$ cat src/rtl/game_sequencer_if.sv
// Keypad-side and renderer-side signals of the game sequencer, bundled so the
// sequencer, the keypad decoder and control_game share one port list.
// The keypad side is the master (drives iKey/iKeyVld); the sequencer is the slave.
interface game_sequencer_if;
    logic [3:0] iKey;
    logic       iKeyVld;
    logic [3:0] oNum1;
    logic [3:0] oNum2;
    logic [3:0] oNum3;
    logic       oNumRdy;
    logic [1:0] oHitA;
    logic [1:0] oHitB;
    logic [3:0] oTries;
    logic       oWin;
    logic       oLose;
    logic [1:0] oEntryCnt;

    modport master (
        output iKey, iKeyVld,
        input  oNum1, oNum2, oNum3, oNumRdy, oHitA, oHitB,
        input  oTries, oWin, oLose, oEntryCnt
    );

    modport slave (
        input  iKey, iKeyVld,
        output oNum1, oNum2, oNum3, oNumRdy, oHitA, oHitB,
        output oTries, oWin, oLose, oEntryCnt
    );
endinterface

$ cat src/rtl/game_sequencer.sv
// Round sequencer for the three-digit bulls-and-cows game.
// Generates a secret with distinct digits from a free-running BCD counter,
// assembles keypad digits into a guess, scores it and publishes the result
// with a one-cycle ready strobe. Tracks tries and the win/lose outcome.
// Optional feature: define GAME_REVEAL_EN to add a REVEAL cycle that shows
// the secret after the losing guess.
module game_sequencer #(
    parameter int MAX_TRIES = 8
) (
    input  logic            clk,
    input  logic            reset,
    game_sequencer_if.slave bus
);

    typedef enum logic [2:0] {IDLE, GEN, ENTRY, SCORE, PUB, REVEAL, WIN, LOSE} state_t;

    localparam logic [3:0] KEY_CLR     = 4'hA;
    localparam logic [3:0] KEY_ENT     = 4'hB;
    localparam logic [3:0] TRIES_LIMIT = 4'(MAX_TRIES);

    state_t      state_q, state_d;
    logic [11:0] counter_q, counter_d;
    logic [11:0] cand_q, cand_d;
    logic [11:0] secret_q, secret_d;
    logic [11:0] guess_q, guess_d;
    logic [11:0] num_q, num_d;
    logic [1:0]  entry_q, entry_d;
    logic [1:0]  hit_a_q, hit_a_d;
    logic [1:0]  hit_b_q, hit_b_d;
    logic [1:0]  score_a, score_b;
    logic [3:0]  tries_q, tries_d;
    logic        rdy_q, rdy_d;
    logic        win_q, lose_q;

    // Three-digit BCD increment, 999 wraps to 000.
    function automatic logic [11:0] bcd_inc(input logic [11:0] v);
        logic [3:0] d2, d1, d0;
        {d2, d1, d0} = v;
        if (d0 == 4'd9) begin
            d0 = 4'd0;
            if (d1 == 4'd9) begin
                d1 = 4'd0;
                d2 = (d2 == 4'd9) ? 4'd0 : d2 + 4'd1;
            end else begin
                d1 = d1 + 4'd1;
            end
        end else begin
            d0 = d0 + 4'd1;
        end
        return {d2, d1, d0};
    endfunction

    function automatic logic distinct(input logic [11:0] v);
        return (v[11:8] != v[7:4]) && (v[7:4] != v[3:0]) && (v[11:8] != v[3:0]);
    endfunction

    // Score the current guess against the secret: same position counts as A,
    // different position counts as B. Both are distinct-digit, so B <= 3.
    always_comb begin
        score_a = '0;
        score_b = '0;
        for (int i = 0; i < 3; i++) begin
            for (int j = 0; j < 3; j++) begin
                if (guess_q[4*i +: 4] == secret_q[4*j +: 4]) begin
                    if (i == j) score_a = score_a + 2'd1;
                    else        score_b = score_b + 2'd1;
                end
            end
        end
    end

    // Next-state and next-output logic for the round FSM.
    always_comb begin
        // NOTE: every variable gets a default first so no path can infer a latch.
        state_d   = state_q;
        counter_d = (state_q == IDLE || state_q == GEN) ? bcd_inc(counter_q) : counter_q;
        cand_d    = cand_q;
        secret_d  = secret_q;
        guess_d   = guess_q;
        num_d     = num_q;
        entry_d   = entry_q;
        hit_a_d   = hit_a_q;
        hit_b_d   = hit_b_q;
        tries_d   = tries_q;
        rdy_d     = 1'b0;

        case (state_q)
            IDLE: begin
                if (bus.iKeyVld) begin
                    cand_d  = counter_q;
                    state_d = GEN;
                end
            end
            GEN: begin
                if (distinct(cand_q)) begin
                    secret_d = cand_q;
                    tries_d  = '0;
                    entry_d  = '0;
                    state_d  = ENTRY;
                end else begin
                    cand_d = bcd_inc(cand_q);
                end
            end
            ENTRY: begin
                if (bus.iKeyVld) begin
                    if (bus.iKey <= 4'd9) begin
                        if (entry_q != 2'd3) begin
                            case (entry_q)
                                2'd0:    guess_d[11:8] = bus.iKey;
                                2'd1:    guess_d[7:4]  = bus.iKey;
                                default: guess_d[3:0]  = bus.iKey;
                            endcase
                            entry_d = entry_q + 2'd1;
                        end
                    end else if (bus.iKey == KEY_CLR) begin
                        entry_d = '0;
                    end else if (bus.iKey == KEY_ENT && entry_q == 2'd3) begin
                        if (distinct(guess_q)) begin
                            // Tries lead the ready strobe by one cycle.
                            tries_d = (tries_q == 4'hF) ? tries_q : tries_q + 4'd1;
                            state_d = SCORE;
                        end else begin
                            entry_d = '0;
                        end
                    end
                end
            end
            SCORE: begin
                num_d   = guess_q;
                hit_a_d = score_a;
                hit_b_d = score_b;
                rdy_d   = 1'b1;
                entry_d = '0;
                state_d = PUB;
            end
            PUB: begin
                if (hit_a_q == 2'd3) begin
                    state_d = WIN;
                end else if (tries_q == TRIES_LIMIT) begin
`ifdef GAME_REVEAL_EN
                    num_d   = secret_q;
                    hit_a_d = '0;
                    hit_b_d = '0;
                    rdy_d   = 1'b1;
                    state_d = REVEAL;
`else
                    state_d = LOSE;
`endif
                end else begin
                    state_d = ENTRY;
                end
            end
            REVEAL: begin
                state_d = LOSE;
            end
            WIN, LOSE: begin
                if (bus.iKeyVld) state_d = IDLE;
            end
            default: state_d = IDLE;
        endcase
    end

    // State and output registers; every output comes straight from a flop.
    always_ff @(posedge clk or posedge reset) begin
        // NOTE: all state, including the secret and guess, is reset so nothing
        // stale survives a mid-game reset.
        if (reset) begin
            state_q   <= IDLE;
            counter_q <= '0;
            cand_q    <= '0;
            secret_q  <= '0;
            guess_q   <= '0;
            num_q     <= '0;
            entry_q   <= '0;
            hit_a_q   <= '0;
            hit_b_q   <= '0;
            tries_q   <= '0;
            rdy_q     <= 1'b0;
            win_q     <= 1'b0;
            lose_q    <= 1'b0;
        end else begin
            // NOTE: non-blocking assignments so every flop samples pre-edge values.
            state_q   <= state_d;
            counter_q <= counter_d;
            cand_q    <= cand_d;
            secret_q  <= secret_d;
            guess_q   <= guess_d;
            num_q     <= num_d;
            entry_q   <= entry_d;
            hit_a_q   <= hit_a_d;
            hit_b_q   <= hit_b_d;
            tries_q   <= tries_d;
            rdy_q     <= rdy_d;
            win_q     <= (state_d == WIN);
            lose_q    <= (state_d == LOSE);
        end
    end

    assign bus.oNum1     = num_q[11:8];
    assign bus.oNum2     = num_q[7:4];
    assign bus.oNum3     = num_q[3:0];
    assign bus.oNumRdy   = rdy_q;
    assign bus.oHitA     = hit_a_q;
    assign bus.oHitB     = hit_b_q;
    assign bus.oTries    = tries_q;
    assign bus.oWin      = win_q;
    assign bus.oLose     = lose_q;
    assign bus.oEntryCnt = entry_q;

endmodule

$ cat src/flat_wrapper.sv
// flat-port wrapper written by rule: the top's interface ports become plain ports
module game_sequencer_flat 
#(
    parameter int MAX_TRIES = 8
)
  (clk, reset, bus_iKey, bus_iKeyVld, bus_oNum1, bus_oNum2, bus_oNum3, bus_oNumRdy, bus_oHitA, bus_oHitB, bus_oTries, bus_oWin, bus_oLose, bus_oEntryCnt);
  game_sequencer_if bus_i ();
  input  logic clk;
  input  logic reset;
  input wire logic [$bits(bus_i.iKey)-1:0] bus_iKey;
  input wire logic [$bits(bus_i.iKeyVld)-1:0] bus_iKeyVld;
  output wire logic [$bits(bus_i.oNum1)-1:0] bus_oNum1;
  output wire logic [$bits(bus_i.oNum2)-1:0] bus_oNum2;
  output wire logic [$bits(bus_i.oNum3)-1:0] bus_oNum3;
  output wire logic [$bits(bus_i.oNumRdy)-1:0] bus_oNumRdy;
  output wire logic [$bits(bus_i.oHitA)-1:0] bus_oHitA;
  output wire logic [$bits(bus_i.oHitB)-1:0] bus_oHitB;
  output wire logic [$bits(bus_i.oTries)-1:0] bus_oTries;
  output wire logic [$bits(bus_i.oWin)-1:0] bus_oWin;
  output wire logic [$bits(bus_i.oLose)-1:0] bus_oLose;
  output wire logic [$bits(bus_i.oEntryCnt)-1:0] bus_oEntryCnt;
  assign bus_i.iKey = bus_iKey;
  assign bus_i.iKeyVld = bus_iKeyVld;
  assign bus_oNum1 = bus_i.oNum1;
  assign bus_oNum2 = bus_i.oNum2;
  assign bus_oNum3 = bus_i.oNum3;
  assign bus_oNumRdy = bus_i.oNumRdy;
  assign bus_oHitA = bus_i.oHitA;
  assign bus_oHitB = bus_i.oHitB;
  assign bus_oTries = bus_i.oTries;
  assign bus_oWin = bus_i.oWin;
  assign bus_oLose = bus_i.oLose;
  assign bus_oEntryCnt = bus_i.oEntryCnt;
  game_sequencer #(.MAX_TRIES(MAX_TRIES)) u_core (.clk(clk), .reset(reset), .bus(bus_i));
endmodule
$ cat config.mk
export PLATFORM = sky130hd
export DESIGN_NAME = game_sequencer_flat
export DESIGN_NICKNAME = d
export VERILOG_FILES = /design/src/rtl/game_sequencer_if.sv /design/src/rtl/game_sequencer.sv /design/src/flat_wrapper.sv
export SDC_FILE = /design/constraint.sdc
export NUM_CORES = 1
export LEC_CHECK = 0
export CAP_MARGIN = 20
export CORE_ASPECT_RATIO = 2
export CORE_MARGIN = 3
export CORE_UTILIZATION = 45
export DETAILED_ROUTE_END_ITERATION = 12
export PLACE_DENSITY = 0.73
export SYNTH_ARGS = -nofsm -noshare
export SYNTH_HDL_FRONTEND = slang
export SYNTH_SLANG_ARGS = --single-unit
$ cat constraint.sdc
create_clock -name clk -period 3 [get_ports clk]
set_input_delay 0.45 -clock clk [delete_from_list [all_inputs] [get_ports clk]]
set_output_delay 0.45 -clock clk [all_outputs]
set_load 0.01 [all_outputs]
==> out/results.ini, run 1 <==
[clock_network]
cts_tree=built
hold_buffers=0
numClockSinks=76
tritoncts_buffer_count=9
post_cts_setup_buffers=0
clock_path_buffers=2
clkTransAtPathRegs_ns=0.05
post_cts.resized_instances=0
worstSkewPairLatency_ns=0.33
cts-htree-levels=3
cts_root_buffer=clkbuf_16

[setup_path]
start_kind=flip-flop
delay_heaviest_family_cp=simple AND/OR/NAND/NOR gates
endpoint_kind=flip-flop
worstPathArrival_ns=2.70
library_cell_contributing_the_largest_single_delay_on_the_critical_path=dfrtp_1
path_cells=nor2_4 > nand2_1 > nor3_1 > nand2_1 > nor4_1 > o21ai_0 > a22o_1
critPathMaxFanout=11
crit_path_max_incr_delay_ns=0.49
critPathRequiredTime_ns=3.22
critical-path-top-cell-by-count=nand2_1
criticalPathCategory=reg -> reg
cp_num_buf_inv=0

[place]
dp_worst_setup_slack_ns=0.223
dp_hpwl_um=7430
portBuffers=31
routability_cong=0.879

[timing]
maxClockFrequency_mhz=402
setup_total_negative_slack_ns=0
final-hold-violation-count=0
rsz_0062_raised_after_global_routing=no
worst-slew-pin-transition_ns=0.644
slew_violations=0
report.final.setup_viol=0
period_share=0.828
slew_headroom=0.570
postLayoutSetupSlackWorst_ns=0.515
fin_skew_ns=0.00625
finalCriticalPeriod_ns=2.49

[synthesis]
yosys.area.top_type=dfrtp_1
synth_top_family_by_area=simple AND/OR/NAND/NOR gates
synth_simple_gate_area_frac=0.150
post_synth_instance_area_um2=4480
synthesis.area_per_instance_um2=9.88
synth_top_area_share=0.425
yosys.cell_types.count=53
synth_enable_flop_cells=0
synthArstFlopShare=1.00
netlist_top_cells_area=dfrtp_1, xnor2_1, mux2_2, o21ai_0, nand2_1
synthesis.instances=453
synthFlopType=dfrtp_1
yosys.area_share.adder=0.0252
synth.area.mux_share=0.0802
synth.net_count=469
synth.ff_latch_count=76
post_synth_xor_area_fraction=0.145
synth_compound_area_frac=0.120
synth_seq_area_share=0.425
yosys_warnings=0

[power_and_ir_drop]
peakVddDrop_v=0.000444
power_per_cell_area_nw_per_um2=1170
design_power_total_mw=6.07
static-leakage-power_nw=2.12

[route]
route.detailed.drc=0
avgViaCountPerCell=5.58
ant_nets=0
wire_per_inst_um=15.9
drt_iter0_drc=177
totalWireLength_um=9730
drt_pass1_iterations=4
route.vias.total=3402

[min_path]
path_type_of_the_worst_min_delay_path=reg -> reg

[floorplanning]
boundaryPins=32
core_area_um2=9510
num_rows=50
die_w_um=76.5
die_height_um=147
fp.dieArea_um2=11300
initial_utilization=0.471

[final_layout]
layout.cells.most_common=dfrtp_1
num-fill-cells=858
final_nets=491
mostFrequentLayoutCells=dfrtp_1, xnor2_1, o21ai_0, nand2_1
synthToLayoutAreaGrowth_pct=16.4
drive_above_1_share=0.142
finish.utilization=0.548
antenna-diode-count=0

[global_route]
grt_pass1_wl_um=16600
grt_antenna_before_repair=0
largest_net_degree_at_the_start_of_global_routing=38
overflow_left_after_global_routing=0
first_global_vias=3445
grt_usage=0.185

[job]
max_cap_viol_count=0

[status]
run_status=finished, final reports clean

==> flip-flops by register name, summed over array words and instances (netlist names) <==
register / cells
u_core.bus.oHitB: 2
u_core.bus.oEntryCnt: 2
u_core.guess_q: 12
u_core.secret_q: 12
u_core.bus.oHitA: 2
u_core.bus.oLose: 1
u_core.num_q: 12
u_core.counter_q: 12
u_core.bus.oTries: 4
u_core.state_q: 3
u_core.cand_q: 12
u_core.bus.oWin: 1
u_core.bus.oNumRdy: 1
==> layout make-up <==
type | instances | area [um^2] | area share
clock buffer | 11 | 253 | 0.0485
clock inverter | 5 | 60.1 | 0.0115
inverter | 18 | 67.6 | 0.0130
multi-input combinational | 324 | 2330 | 0.447
sequential | 76 | 1900 | 0.365
tap | 130 | 163 | 0.0312
timing repair buffer | 46 | 435 | 0.0836
==> synth_stat cells (all sizes together) (2+ instances only) <==
cell type,count
xnor2,68
a21o,2
clkbuf,11
ha,9
mux2,31
buf,24
o211ai,3
o21ai,37
a31oi,4
o22a,4
nand3b,4
xor2,6
a211o,2
or4,3
nand4,14
nor2b,10
and3,2
nand2b,4
nor4,4
a21oi,20
nand3,11
nor3b,5
nor4b,3
a311oi,2
nor3,6
a41oi,4
nand2,36
inv,18
dfrtp,76
a221o,2
nor2,11
==> cells by family (layout without fill, tap and decap cells) <==
logic type / count (synthesis) / in the layout
AND/OR/NAND/NOR: 121 / 121
buffers and inverters: 53 / 80
multiplexers: 32 / 32
AO/OA/AOI/OAI: 88 / 88
XOR/XNOR: 74 / 74
adder cells (fa/ha/maj): 9 / 9
flip-flops: 76 / 76
==> worst register-to-register path: cells and delay by family (launching register included) <==
kind               cells  cell delay, ns
and+or+nand+nor        5            1.47
DFF                    1            0.49
AOI/OAI and AO/OA      2            0.41
==> through the flow <==
step	instances	hold slack (ns)	area, um^2
5_1_grt	610	0.515	5210
3_5_place_dp	594	0.469	4890
2_1_floorplan	453	0.475	4480
3_3_place_gp	594	0.463	4890
4_1_cts	610	0.482	5210
6_report	610	0.474	5210
==> report_power, final <==
group          total, mW  switching, mW  internal, mW  leakage, nW
registers           2.16          0.721          1.44        0.973
clock network       1.10          0.409         0.690        0.152
logic               2.81           1.27          1.54        0.991
==> metal layers <==
layer	part of all wire	global-route usage	up-vias
li1	-	-	1620
met3	0.030	0.0307	32
met1	0.36	0.182	1675
met5	0	0	-
met4	0.045	0.105	0
met2	0.57	0.355	75
==> worst paths after layout <==
kind	from	endpoint	slack, ns	cells past startpoint
setup / recovery	u_core.state_q[1]$_DFF_PP0_	u_core.counter_q[11]$_DFFE_PP0P_	0.51	7
hold / removal	u_core.bus.oHitB[0]$_DFFE_PP0P_	u_core.bus.oHitB[0]$_DFFE_PP0P_	0.47	2
setup reg to reg	u_core.state_q[1]$_DFF_PP0_	u_core.counter_q[11]$_DFFE_PP0P_	0.51	7
hold reg to reg	u_core.bus.oHitB[0]$_DFFE_PP0P_	u_core.bus.oHitB[0]$_DFFE_PP0P_	0.47	2
max in group asynchronous	reset	u_core.counter_q[11]$_DFFE_PP0P_	1.70	4
min in group asynchronous	reset	u_core.bus.oHitB[1]$_DFFE_PP0P_	0.53	2
Power figures use the tool's default switching activity.
==> run 2, diff against run 1 <==
Settings changed: PLACE_DENSITY 0.73 to 0.75.
Clock period 3 ns to 2.1 ns, I/O delays scaled along.
==> run 2 against run 1 <==
  * The run now ends with setup timing left
  * Final cell count is 12% higher
  * Setup slack lost 0.59 ns
  * Global-route usage increased by 2.7 points
  * Combinational power increased by 110%
  * Clock-buffer cell count is the same
  * Final area increased by 12%
  * Clock skew fell by 0.00099 ns
  * Non-clock buffer count rose by 71
  * Die area is the same
  * Largest power group unchanged
==> out/results.ini, run 2 (synthesis results as in run 1) <==
[route]
route.vias.total=3750  ; +10%
drt_pass1_iterations=5  ; +1
wire_per_inst_um=16.7  ; +4.8%
avgViaCountPerCell=5.51  ; -1.3%
route.detailed.drc=0  ; unchanged
drt_iter0_drc=192  ; +8.5%
totalWireLength_um=11400  ; +17%
ant_nets=0  ; unchanged

[power_and_ir_drop]
peakVddDrop_v=0.000678  ; +53%
static-leakage-power_nw=2.46  ; +17%
power_per_cell_area_nw_per_um2=1720  ; +48%
design_power_total_mw=10.1  ; +66%

[global_route]
grt_pass1_wl_um=18900  ; +14%
grt_usage=0.212  ; +0.0271
largest_net_degree_at_the_start_of_global_routing=77  ; +100%
overflow_left_after_global_routing=0  ; unchanged
grt_antenna_before_repair=0  ; unchanged
first_global_vias=3896  ; +13%

[clock_network]
clock_path_buffers=2  ; unchanged
numClockSinks=76  ; unchanged
cts_tree=built
worstSkewPairLatency_ns=0.34  ; about the same
clkTransAtPathRegs_ns=0.06  ; about the same
cts_root_buffer=clkbuf_16
tritoncts_buffer_count=9  ; unchanged
cts-htree-levels=3  ; unchanged
hold_buffers=0  ; unchanged

[setup_path]
path_cells=xnor2_1 > nand4_1 > inv_2 > ha_4 > xnor2_2 > or4_1 > and3_4 > xnor2_2 > o21ai_1
library_cell_contributing_the_largest_single_delay_on_the_critical_path=dfrtp_2
ff2ff_path_depth=9  ; +2
cp_num_buf_inv=1  ; +1
regToRegSetupSlack_ns=-0.08  ; -0.59 ns
worstPathArrival_ns=2.44  ; -0.26 ns
critPathMaxFanout=4  ; -7
critPathRequiredTime_ns=2.36  ; -0.86 ns
endpoint_kind=flip-flop
start_kind=flip-flop
delay_heaviest_family_cp=simple AND/OR/NAND/NOR gates
crit-reg2reg-capture=u_core.bus.oHitB[1]$_DFFE_PP0P_
crit_path_max_incr_delay_ns=0.46  ; -0.03 ns
criticalPathCategory=reg -> reg
r2r-start=u_core.guess_q[0]$_DFFE_PP0P_
critical-path-top-cell-by-count=xnor2_2

[status]
failed_checks=setup timing
run_status=finished, violations left

[final_layout]
instances_no_fill=681  ; +12%
finish.utilization=0.616  ; +0.0680
synthToLayoutAreaGrowth_pct=30.8
layout.cells.most_common=buf_4
antenna-diode-count=0  ; unchanged
num-fill-cells=783  ; -8.7%
drive_above_1_share=0.299  ; +0.158
mostFrequentLayoutCells=buf_4, dfrtp_1, xnor2_1, nand2_1, o21ai_0
final_nets=562  ; +14%

[floorplanning]
core_area_um2=9510  ; unchanged
die_height_um=147  ; unchanged
fp.dieArea_um2=11300  ; unchanged
boundaryPins=32  ; unchanged
num_rows=50  ; unchanged
initial_utilization=0.471  ; unchanged
die_w_um=76.5  ; unchanged

[job]
max_cap_viol_count=0  ; unchanged

[timing]
maxClockFrequency_mhz=459  ; +14%
final-hold-violation-count=0  ; unchanged
slew_violations=0  ; unchanged
period_share=1.04  ; +0.209
postLayoutSetupSlackWorst_ns=-0.0786  ; -0.593 ns
rsz_0062_raised_after_global_routing=yes
worst-slew-pin-transition_ns=0.390  ; -0.254 ns
report.final.setup_viol=2  ; +2
finalCriticalPeriod_ns=2.18  ; -0.307 ns
fin_skew_ns=0.00526  ; -0.000992 ns
slew_headroom=0.736  ; +0.166
setup_total_negative_slack_ns=-0.100  ; -0.100 ns

[place]
dp_hpwl_um=8340  ; +12%
placedCellCount=656  ; +10%
routability_cong=0.864  ; -1.7%
portBuffers=31  ; unchanged

[min_path]
path_type_of_the_worst_min_delay_path=in -> async

## run 2: final cells by class
cell class	count	area, um^2	share of cell area
Tap cell	130	163	0.0278
Sequential cell	76	1910	0.327
Clock inverter	5	36.3	0.00620
Inverter	18	71.3	0.0122
Multi-Input combinational cell	324	2420	0.414
Clock buffer	11	253	0.0432
Timing Repair Buffer	117	996	0.170
## run 2: where the power goes
group	switching, mW	internal, mW	leakage [nW]
clock network	0.611	0.864	0.134
logic	2.62	3.20	1.37
registers	0.702	2.08	0.962
## run 2: per-stage QoR
step                      hold WS (ns)  cell area (um^2)  setup WS (ns)
after floorplan                  0.461              4490         -0.152
after global placement           0.466              5390         -0.436
after detailed placement         0.483              5390         -0.462
after CTS                        0.461              5800        -0.0131
after global routing             0.486              5850         -0.179
final                            0.441              5850        -0.0786
## run 2: metal layers
| layer | track usage | part of all wire |
|---|---|---|
| met5 | 0 | 0 |
| met4 | 0.130 | 0.047 |
| met3 | 0.0319 | 0.033 |
| met2 | 0.400 | 0.57 |
| met1 | 0.214 | 0.35 |
## run 2: worst max-delay path by stage
stage | startpoint | endpoint | slack, ns | depth (start not counted)
floorplan | u_core.guess_q[2]$_DFFE_PP0P_ | u_core.bus.oHitB[1]$_DFFE_PP0P_ | -0.15 | 9
global placement | bus_iKey[3] | u_core.bus.oTries[2]$_DFFE_PP0P_ | -0.44 | 7
detailed placement | bus_iKey[3] | u_core.bus.oTries[2]$_DFFE_PP0P_ | -0.46 | 7
CTS | u_core.guess_q[2]$_DFFE_PP0P_ | u_core.bus.oHitB[1]$_DFFE_PP0P_ | -0.01 | 8
global route | u_core.guess_q[0]$_DFFE_PP0P_ | u_core.bus.oHitB[1]$_DFFE_PP0P_ | -0.18 | 9
finish | u_core.guess_q[0]$_DFFE_PP0P_ | u_core.bus.oHitB[1]$_DFFE_PP0P_ | -0.08 | 9
## run 2: repair_timing
action                                  4_1_cts  5_1_grt
setup buffers                                 6        3
pin swaps                                    15       12
gates resized for setup                      23        8
endpoints found under the setup margin       10       13
gates cloned                                  0        0
## run 2: tightest hold or removal path, delay by kind of cell
family / cells / cell delay (ns)
buffers and inverters: 3 / 0.88
